**src/rtl/viterbi_pkg.sv**
```systemverilog
// Shared convolutional-code constants for the K=3, rate-1/2 encoder and the
// matching Viterbi decoder, plus the framing FSM state type.
package viterbi_pkg;

    // Constraint length and generator polynomials over {d, sr[0], sr[1]}.
    localparam int            K  = 3;
    localparam logic [K-1:0]  G1 = 3'b111;
    localparam logic [K-1:0]  G0 = 3'b101;

    // Width of the per-frame data bit counter.
    localparam int            CNT_W = 8;

    typedef enum logic [1:0] {
        IDLE = 2'd0,
        DATA = 2'd1,
        TAIL = 2'd2
    } enc_state_t;

    // Symbol for bit d given history sr; the window is ordered {d, sr[0], sr[1]}
    // so the MSB of each generator taps the current bit.
    function automatic logic [1:0] conv_symbol(input logic d, input logic [K-2:0] sr);
        logic [K-1:0] window;
        window = {d, sr[0], sr[1]};
        return {^(window & G1), ^(window & G0)};
    endfunction

endpackage

```
**src/rtl/conv_enc_core.sv**
```systemverilog
// Encoder core: two-bit history register plus the generator XOR network.
// The symbol output is combinational; the caller registers it.
module conv_enc_core
    import viterbi_pkg::*;
(
    input  logic       clk,
    input  logic       rst,
    input  logic       advance,
    input  logic       d,
    output logic [1:0] sym_o
);

    logic [K-2:0] sr_q;
    logic [K-2:0] sr_d;

    // Shift the new bit in only when a symbol is actually produced.
    always_comb begin
        sr_d = sr_q;
        if (advance) begin
            sr_d = {sr_q[0], d};
        end
    end

    assign sym_o = conv_symbol(d, sr_q);

    // History register, cleared by reset.
    always_ff @(posedge clk) begin
        if (rst) begin
            sr_q <= '0;
        end else begin
            sr_q <= sr_d;
        end
    end

endmodule

```
**src/rtl/conv_encoder_framed.sv**
```systemverilog
// Framed convolutional encoder: accepts FRAME_LEN data bits, then appends
// K-1 zero tail bits so every frame leaves the encoder in the zero state.
module conv_encoder_framed
    import viterbi_pkg::*;
#(
    parameter int FRAME_LEN = 8
) (
    input  logic       clk,
    input  logic       rst,
    input  logic       enable_i,
    input  logic       d_in,
    output logic       ready_o,
    output logic       valid_o,
    output logic [1:0] d_out,
    output logic       frame_start_o,
    output logic       frame_end_o
);

    localparam logic [CNT_W-1:0] LAST_CNT = CNT_W'(FRAME_LEN);

    enc_state_t       state_q, state_d;
    logic [CNT_W-1:0] count_q, count_d;
    logic             tail_q, tail_d;      // set while emitting the second tail symbol

    logic             advance;
    logic             enc_bit;
    logic             start_sym;
    logic             end_sym;
    logic [1:0]       sym;

    logic             valid_q;
    logic [1:0]       d_out_q;
    logic             frame_start_q;
    logic             frame_end_q;

    conv_enc_core u_core (
        .clk     (clk),
        .rst     (rst),
        .advance (advance),
        .d       (enc_bit),
        .sym_o   (sym)
    );

    // Ready depends on the state alone, never on enable_i.
    assign ready_o = (state_q != TAIL);

    // Framing FSM: next state, counter and per-cycle symbol control.
    always_comb begin
        state_d   = state_q;
        count_d   = count_q;
        tail_d    = tail_q;
        advance   = 1'b0;
        enc_bit   = 1'b0;
        start_sym = 1'b0;
        end_sym   = 1'b0;
        case (state_q)
            IDLE: begin
                if (enable_i) begin
                    advance   = 1'b1;
                    enc_bit   = d_in;
                    start_sym = 1'b1;
                    count_d   = CNT_W'(1);
                    tail_d    = 1'b0;
                    state_d   = (LAST_CNT == CNT_W'(1)) ? TAIL : DATA;
                end
            end
            DATA: begin
                if (enable_i) begin
                    advance = 1'b1;
                    enc_bit = d_in;
                    count_d = count_q + CNT_W'(1);
                    if (count_d == LAST_CNT) begin
                        state_d = TAIL;
                    end
                end
            end
            TAIL: begin
                // Input is ignored; flush zeros through the history register.
                advance = 1'b1;
                enc_bit = 1'b0;
                if (tail_q) begin
                    end_sym = 1'b1;
                    tail_d  = 1'b0;
                    count_d = '0;
                    state_d = IDLE;
                end else begin
                    tail_d  = 1'b1;
                end
            end
            default: begin
                state_d = IDLE;
                count_d = '0;
                tail_d  = 1'b0;
            end
        endcase
    end

    // FSM state register; reset aborts any frame in progress.
    always_ff @(posedge clk) begin
        if (rst) begin
            state_q <= IDLE;
            count_q <= '0;
            tail_q  <= 1'b0;
        end else begin
            state_q <= state_d;
            count_q <= count_d;
            tail_q  <= tail_d;
        end
    end

    // Output registers; the symbol only updates when one is produced so that
    // idle cycles never reflect d_in.
    always_ff @(posedge clk) begin
        if (rst) begin
            valid_q       <= 1'b0;
            d_out_q       <= 2'b00;
            frame_start_q <= 1'b0;
            frame_end_q   <= 1'b0;
        end else begin
            valid_q       <= advance;
            frame_start_q <= start_sym;
            frame_end_q   <= end_sym;
            if (advance) begin
                d_out_q <= sym;
            end
        end
    end

    assign valid_o       = valid_q;
    assign d_out         = d_out_q;
    assign frame_start_o = frame_start_q;
    assign frame_end_o   = frame_end_q;

endmodule

```
**config.mk**
```make
export PLATFORM = sky130hd
export DESIGN_NAME = conv_encoder_framed
export DESIGN_NICKNAME = d
export VERILOG_FILES = /design/src/rtl/viterbi_pkg.sv /design/src/rtl/conv_enc_core.sv /design/src/rtl/conv_encoder_framed.sv
export SDC_FILE = /design/constraint.sdc
export NUM_CORES = 1
export LEC_CHECK = 0
export ABC_AREA = 1
export BUFFER_PORTS_ARGS = -buffer_cell sky130_fd_sc_hd__buf_4
export CORE_UTILIZATION = 35
export DETAILED_ROUTE_END_ITERATION = 7
export PLACE_DENSITY = 0.63
export SYNTH_ARGS = -nofsm -noshare
export SYNTH_HDL_FRONTEND = slang
export SYNTH_SLANG_ARGS = --single-unit
```
**constraint.sdc**
```tcl
create_clock -name clk -period 1.6 [get_ports clk]
set_input_delay 0.32 -clock clk [delete_from_list [all_inputs] [get_ports clk]]
set_output_delay 0.32 -clock clk [all_outputs]
set_load 0.005 [all_outputs]
```
==> out/qor.log, run 1 <==
[status] status complete, no violations
[critical_path] critical path launch point count_q[0]
[routing] amount of wire on met3 after detailed routing 35 µm
[critical_path] data required time at the worst endpoint 1.80 ns
[global_routing] GRT Resource Usage Total 14.6%
[floorplan] vertical die dimension 51.2 µm
[pwr] relative contribution of combinational cells to total power 10.0%
[critical_path] Arrival @ worst endpoint 1.63 ns
[cts] CTS buffer count 3
[global_routing] number of antenna violations at the first check in global routing 0
[logic_synthesis] Mean Syn Cell Area 7.00 µm²
[floorplan] placeable core region 2250 µm²
[logic_synthesis] Synthesized Nets 126
[logic_synthesis] number of library cell types mapped by synthesis 24
[floorplan] Site Rows 17
[critical_path] kind of end point of the critical path flip-flop
[place] global placement routability congestion 0.813
[hold_path] type of the tightest min-delay check in2reg
[cts] clk sink count 18
[cells_and_area] final layout net count 139
[pwr] total chip power 0.000774 W
[sta] worst setup slack after layout 0.169 ns
[critical_path] type of the worst setup path reg2reg
[sta] fin crit share 89.4%
[place] Post-Place Cells 157
[routing] 1st-iter DRT viols 12
[critical_path] worst reg-to-reg setup slack 0.17 ns
[critical_path] stage delay of the slowest cell on the critical path 0.41 ns
[cts] CTS H-tree depth 1
[critical_path] ordered cell list for the critical path ha_1, nand2_1, o21bai_1, nand2_1, nor2_1, nand3_1, a21o_1
[cts] number of setup buffers added after CTS 0
[pwr] Sw Pwr 0.000190 W
[cells_and_area] final-layout fill cell count 247
[sta] clock period minus final worst setup slack 1.43 ns
[sta] pin slew with the least headroom to its limit 0.431 ns
[critical_path] most numerous cell on the critical path sky130_fd_sc_hd__nand2_1
[global_routing] largest net degree at the start of global routing 13
[place] count of port buffers added during placement 9
[critical_path] reg-to-reg startpoint count_q[0]
[logic_synthesis] register area share after synthesis 42.5%
[cells_and_area] post-layout utilization of the core 43.0%
[cts] register clock-pin slew on the reported worst setup and hold paths 0.10 ns
[global_routing] global-route wire length before repair 2850 µm
[logic_synthesis] cell type contributing the most total cell area after synthesis sky130_fd_sc_hd__dfxtp_1
[routing] DRC violation count after routing 0
[critical_path] largest fanout on the critical path 4
[cts] Resize count post-CTS 0
[cts] clock tree from TritonCTS built
[sta] unrepaired setup endpoints after global routing no
[floorplan] Initial Utilization 37.6%
[cts] maximum clock path buffer count 2
[pwr] part of the power in registers 61.1%
[routing] length of routed met2 wiring 805 µm
[routing] wirelength, routed 1650 µm
[cells_and_area] most frequent cells in the layout sky130_fd_sc_hd__nand2_1 (31), sky130_fd_sc_hd__dfxtp_1 (18), sky130_fd_sc_hd__inv_1 (13)
[cells_and_area] Area growth, synth to finish 14.3%
[pwr] worst voltage drop across the vdd grid 0.000520 V
[pwr] Static Leak 0.392 nW
[routing] count of nets left with antenna violations after detail routing 0
[routing] sum of routed wire segments on met1 775 µm
[global_routing] vias in the first global route 707
[routing] via density per instance 4.83
[critical_path] worst reg-to-reg path cell count 7
[sta] Max Transition Viols Final 0
[routing] first-pass iteration count of the detailed router 4
[logic_synthesis] proportion of netlist area held by the largest area contributor 42.5%
[logic_synthesis] register bit count reported by yosys 18
[critical_path] capture instance of the worst register-to-register path state_q[0]
[cells_and_area] share of layout cells above drive strength 1 15.9%
[cells_and_area] number of diodes added for antenna fixing 0
[place] estimated wirelength of the detail-placed design 1300 µm
[pwr] power density over the cells 799 nW/µm²
[logic_synthesis] Syn Std Cell Area 847 µm²
[critical_path] worst-path cell with the longest stage delay sky130_fd_sc_hd__dfxtp_1
[global_routing] overflow left after global routing 0
[routing] via total after detailed routing 773
[logic_synthesis] most area-consuming cells after synthesis sky130_fd_sc_hd__dfxtp_1 (43%), sky130_fd_sc_hd__nand2_1 (14%), sky130_fd_sc_hd__a21oi_1 (5.9%)
[logic_synthesis] total number of yosys warnings 0
[logic_synthesis] Cells after Synth 121
[sta] timing-limited maximum frequency 699 MHz
[sta] Layout Skew 0.00245 ns
[sta] remaining max-slew budget at the tightest pin 71.1%
[sta] Sum Neg Setup Slack 0 ns
[sta] number of setup violations in the final report 0
[cts] clock root buffer sky130_fd_sc_hd__clkbuf_4
[critical_path] capturing element of the worst setup path state_q[0]
[cts] clk_lat worst skew 0.29 ns
[floorplan] horizontal die dimension 51.2 µm
[cells_and_area] non-filler cells, final 160
[routing] wire per inst 10.3 µm
[routing] Max Used Layer met4
[pwr] Internal 0.000583 W
[pwr] Clock Power Share 28.9%
[floorplan] I/O pin cnt 10
[job] max_cap viols 0
[cts] hold_buf cts 0
[floorplan] Die Area 2620 µm²
[pwr] switching part of the total 24.6%
[sta] Final Hold Viols 0
[critical_path] startpoint types flip-flop
[cells_and_area] commonest non-fill, non-tap cell in the layout sky130_fd_sc_hd__nand2_1
[place] worst slack at placement 0.186 ns
==> state kept, by name, summed over array words and instances (netlist names) <==
name,count
count_q,8
d_out,2
state_q,2
u_core.sr_q,2
frame_end_o,1
frame_start_o,1
tail_q,1
valid_o,1
==> synthesized netlist by cell type (all sizes together) <==
cell	number
a21oi	10
inv	16
clkbuf	1
ha	1
nand2	34
nand3	9
a221oi	1
nor2	14
or2	2
nand4	3
a21o	2
clkinv	1
xor2	1
o21bai	1
o21ai	5
dfxtp	18
nor3	2
==> power groups by stage <==
stage	Sequential, W	Clock [W]	Combinational [W]
final	0.000473	0.000224	0.0000770
after global routing	0.000475	0.000253	0.0000885
after global placement	0.000483	0	0.0000777
after floorplan	0.000483	0	0.0000486
after detailed placement	0.000484	0	0.0000778
after CTS	0.000473	0.000233	0.0000781
==> worst min path at each step <==
stage,end,depth (start not counted),start
final,count_q[1],2,rst
after floorplan,frame_start_o,1,rst
after CTS,state_q[1],2,rst
after global placement,u_core.sr_q[0],2,u_core.sr_q[0]
after global routing,state_q[1],2,rst
after detailed placement,u_core.sr_q[0],2,u_core.sr_q[0]
==> per-stage QoR <==
| step | instance area, µm² | hold slack [ns] |
|---|---|---|
| after global placement | 946 | 0.446 |
| after global routing | 968 | 0.289 |
| after detailed placement | 946 | 0.457 |
| final | 968 | 0.277 |
| after floorplan | 847 | 0.409 |
| after CTS | 968 | 0.277 |
==> area by class of cell <==
cell class	count	area [µm²]	share of cell area, %
multi-input combinational	85	417	43.0
sequential	18	360	37.2
timing repair buffer	9	67.6	6.98
inverter	17	66.3	6.85
tap	28	35.0	3.62
clock buffer	3	22.5	2.33
==> critical path, delay by kind of cell (launching register included) <==
kind,cells,cell delay (ns)
AO/OA/AOI/OAI,2,0.29
flip-flops,1,0.41
adder cells (fa/ha/maj),1,0.24
AND/OR/NAND/NOR,4,0.40
==> cell families after synthesis <==
kind of cell,share of synthesized area (%)
buf+inv,8.27
simple gates,34.1
compound gates,12.6
fa+ha+maj,1.48
flops,42.5
xor+xnor,1.03
==> layer usage <==
layer / track usage (%) / up-vias
li1: - / 413
met1: 17.4 / 342
met2: 25.0 / 13
met3: 1.79 / 5
met4: 8.33 / 0
met5: 0 / -
No activity file was read; power rests on OpenSTA's default activity.
==> run 2: changes to the inputs <==
--- a/config.mk
+++ b/config.mk
@@ -9,7 +9,8 @@
 export BUFFER_PORTS_ARGS = -buffer_cell sky130_fd_sc_hd__buf_4
 export CORE_UTILIZATION = 35
 export DETAILED_ROUTE_END_ITERATION = 7
-export PLACE_DENSITY = 0.63
+export PLACE_DENSITY = 0.51
+export SLEW_MARGIN = 25
 export SYNTH_ARGS = -nofsm -noshare
 export SYNTH_HDL_FRONTEND = slang
 export SYNTH_SLANG_ARGS = --single-unit
==> constraint.sdc (replaced) <==
create_clock -name clk -period 1.7 [get_ports clk]
set_input_delay 0.34 -clock clk [delete_from_list [all_inputs] [get_ports clk]]
set_output_delay 0.34 -clock clk [all_outputs]
set_load 0.005 [all_outputs]
==> run 2 against run 1 <==
  * Non-clock buffer count unchanged
  * Final area unchanged
  * Clock power decreased by 7%
  * Utilization unchanged
  * Clock skew increased by 0.0036 ns
==> out/qor.log, run 2 (synthesis gave the netlist of run 1 again) <==
[status] status complete, no violations [unchanged]
[global_routing] met1 Track Usage GR 23.0% [was 17.4%]
[floorplan] placeable core region 2250 µm² [unchanged]
[cts] maximum clock path buffer count 2 [unchanged]
[sta] Sum Neg Setup Slack 0 ns [unchanged]
[cts] register clock-pin slew on the reported worst setup and hold paths 0.10 ns [about the same]
[critical_path] largest fanout on the critical path 4 [unchanged]
[cts] clock tree from TritonCTS built [unchanged]
[cells_and_area] share of layout cells above drive strength 1 15.9% [unchanged]
[sta] Max Transition Viols Final 0 [unchanged]
[global_routing] overflow left after global routing 0 [unchanged]
[cts] hold_buf cts 0 [unchanged]
[cts] CTS buffer count 3 [unchanged]
[critical_path] type of the worst setup path reg2reg [unchanged]
[place] estimated wirelength of the detail-placed design 1250 µm [was 1300 µm]
[routing] DRC violation count after routing 0 [unchanged]
[sta] fin crit share 81.8% [was 89.4%]
[cts] CTS H-tree depth 1 [unchanged]
[floorplan] Initial Utilization 37.6% [unchanged]
[global_routing] vias in the first global route 693 [was 707]
[sta] Layout Skew 0.00607 ns [was 0.00245 ns]
[sta] clock period minus final worst setup slack 1.39 ns [was 1.43 ns]
[floorplan] horizontal die dimension 51.2 µm [unchanged]
[global_routing] met2 GRT Util 23.2% [was 25.0%]
[routing] wirelength, routed 1720 µm [was 1650 µm]
[routing] first-pass iteration count of the detailed router 4 [unchanged]
[pwr] Static Leak 0.392 nW [unchanged]
[critical_path] kind of end point of the critical path flip-flop [unchanged]
[sta] Final Hold Viols 0 [unchanged]
[floorplan] vertical die dimension 51.2 µm [unchanged]
[routing] wire per inst 10.8 µm [was 10.3 µm]
[pwr] total chip power 0.000729 W [was 0.000774 W]
[cells_and_area] number of flip-flops under the largest register name 8 [unchanged]
[floorplan] I/O pin cnt 10 [unchanged]
[sta] pin slew with the least headroom to its limit 0.425 ns [was 0.431 ns]
[pwr] power density over the cells 753 nW/µm² [was 799 nW/µm²]
[global_routing] GRT Resource Usage Total 16.2% [was 14.6%]
[cells_and_area] commonest non-fill, non-tap cell in the layout sky130_fd_sc_hd__nand2_1 [unchanged]
[cts] clk_lat worst skew 0.29 ns [about the same]
[critical_path] Arrival @ worst endpoint 1.59 ns [was 1.63 ns]
[routing] count of nets left with antenna violations after detail routing 0 [unchanged]
[sta] unrepaired setup endpoints after global routing no [unchanged]
[sta] timing-limited maximum frequency 719 MHz [was 699 MHz]
[place] count of port buffers added during placement 9 [unchanged]
[cells_and_area] Area growth, synth to finish 14.3% [unchanged]
[cts] clock root buffer sky130_fd_sc_hd__clkbuf_4 [unchanged]
[global_routing] number of antenna violations at the first check in global routing 0 [unchanged]
[sta] remaining max-slew budget at the tightest pin 71.5% [was 71.1%]
[global_routing] routing usage on met3 3.57% [was 1.79%]
[floorplan] Site Rows 17 [unchanged]
[global_routing] global-route wire length before repair 3080 µm [was 2850 µm]
[sta] number of setup violations in the final report 0 [unchanged]
[cells_and_area] final-layout fill cell count 267 [was 247]
[place] global placement routability congestion 0.845 [was 0.813]
[hold_path] type of the tightest min-delay check in2reg [unchanged]
[floorplan] Die Area 2620 µm² [unchanged]
[routing] via total after detailed routing 752 [was 773]
[cts] clk sink count 18 [unchanged]
[routing] 1st-iter DRT viols 14 [was 12]
[pwr] worst voltage drop across the vdd grid 0.000456 V [was 0.000520 V]
[job] max_cap viols 0 [unchanged]
[place] area after detailed placement 946 µm² [unchanged]
[cells_and_area] number of diodes added for antenna fixing 0 [unchanged]
[routing] via density per instance 4.70 [was 4.83]
[cells_and_area] final layout net count 139 [unchanged]
[critical_path] data required time at the worst endpoint 1.89 ns [was 1.80 ns]
[cts] Resize count post-CTS 0 [unchanged]
[global_routing] layer with the highest usage after global routing met2 [unchanged]
[critical_path] startpoint types flip-flop [unchanged]
[global_routing] largest net degree at the start of global routing 13 [unchanged]
[cells_and_area] most frequent cells in the layout sky130_fd_sc_hd__nand2_1 (31), sky130_fd_sc_hd__dfxtp_1 (18), sky130_fd_sc_hd__inv_1 (13) [unchanged]
[cells_and_area] Non-Filler Cell Area, Final 968 µm² [unchanged]
[cells_and_area] register ranked first by flip-flop count count_q [unchanged]
[cts] number of setup buffers added after CTS 0 [unchanged]
[run 2: per-stage QoR]
step	hold slack, ns	instances	util, %	setup slack, ns
6_report	0.315	160	43.0	0.309
5_1_grt	0.303	160	43.0	0.186
4_1_cts	0.302	160	43.0	0.307
3_5_place_dp	0.451	157	42.0	0.313
3_3_place_gp	0.444	157	42.0	0.343
2_1_floorplan	0.429	121	-	0.405
[run 2: layout make-up]
class,count,area (µm²),share of cell area [%]
clock buffers,3,22.5,2.33
inverters,17,66.3,6.85
multi-input cells,85,417,43.0
flip-flops and latches,18,360,37.2
well taps,28,35.0,3.62
repair buffers,9,67.6,6.98
[run 2: worst paths after layout]
path / from / endpoint / slack, ns / cells after the start
worst max register to register: count_q[0] / state_q[0] / 0.31 / 7
worst min-delay path: rst / count_q[3] / 0.32 / 2
worst max-delay path: count_q[0] / state_q[0] / 0.31 / 7
worst min register to register: u_core.sr_q[0] / u_core.sr_q[0] / 0.47 / 2
[run 2: critical path, stage by stage, from the launching register on]
cell and delay [ns]:
sky130_fd_sc_hd__dfxtp_1 0.40, sky130_fd_sc_hd__ha_1 0.23, sky130_fd_sc_hd__nand2_1 0.08, sky130_fd_sc_hd__o21bai_1 0.14, sky130_fd_sc_hd__nand2_1 0.07, sky130_fd_sc_hd__nor2_1 0.13, sky130_fd_sc_hd__nand3_1 0.09, sky130_fd_sc_hd__a21o_1 0.16
[run 2: per-layer routing]
layer | share of wire, % | vias to the layer above
met1 | 56 | 331
met4 | 0.81 | 0
li1 | - | 413
met2 | 41 | 6
met5 | 0 | -
met3 | 1.9 | 2
[run 2: power breakdown]
group	switching (W)	leakage [nW]	internal, W	total (W)
clock network	0.000127	0.0138	0.0000822	0.000209
registers	0.00000906	0.147	0.000436	0.000446
logic	0.0000438	0.232	0.0000302	0.0000740
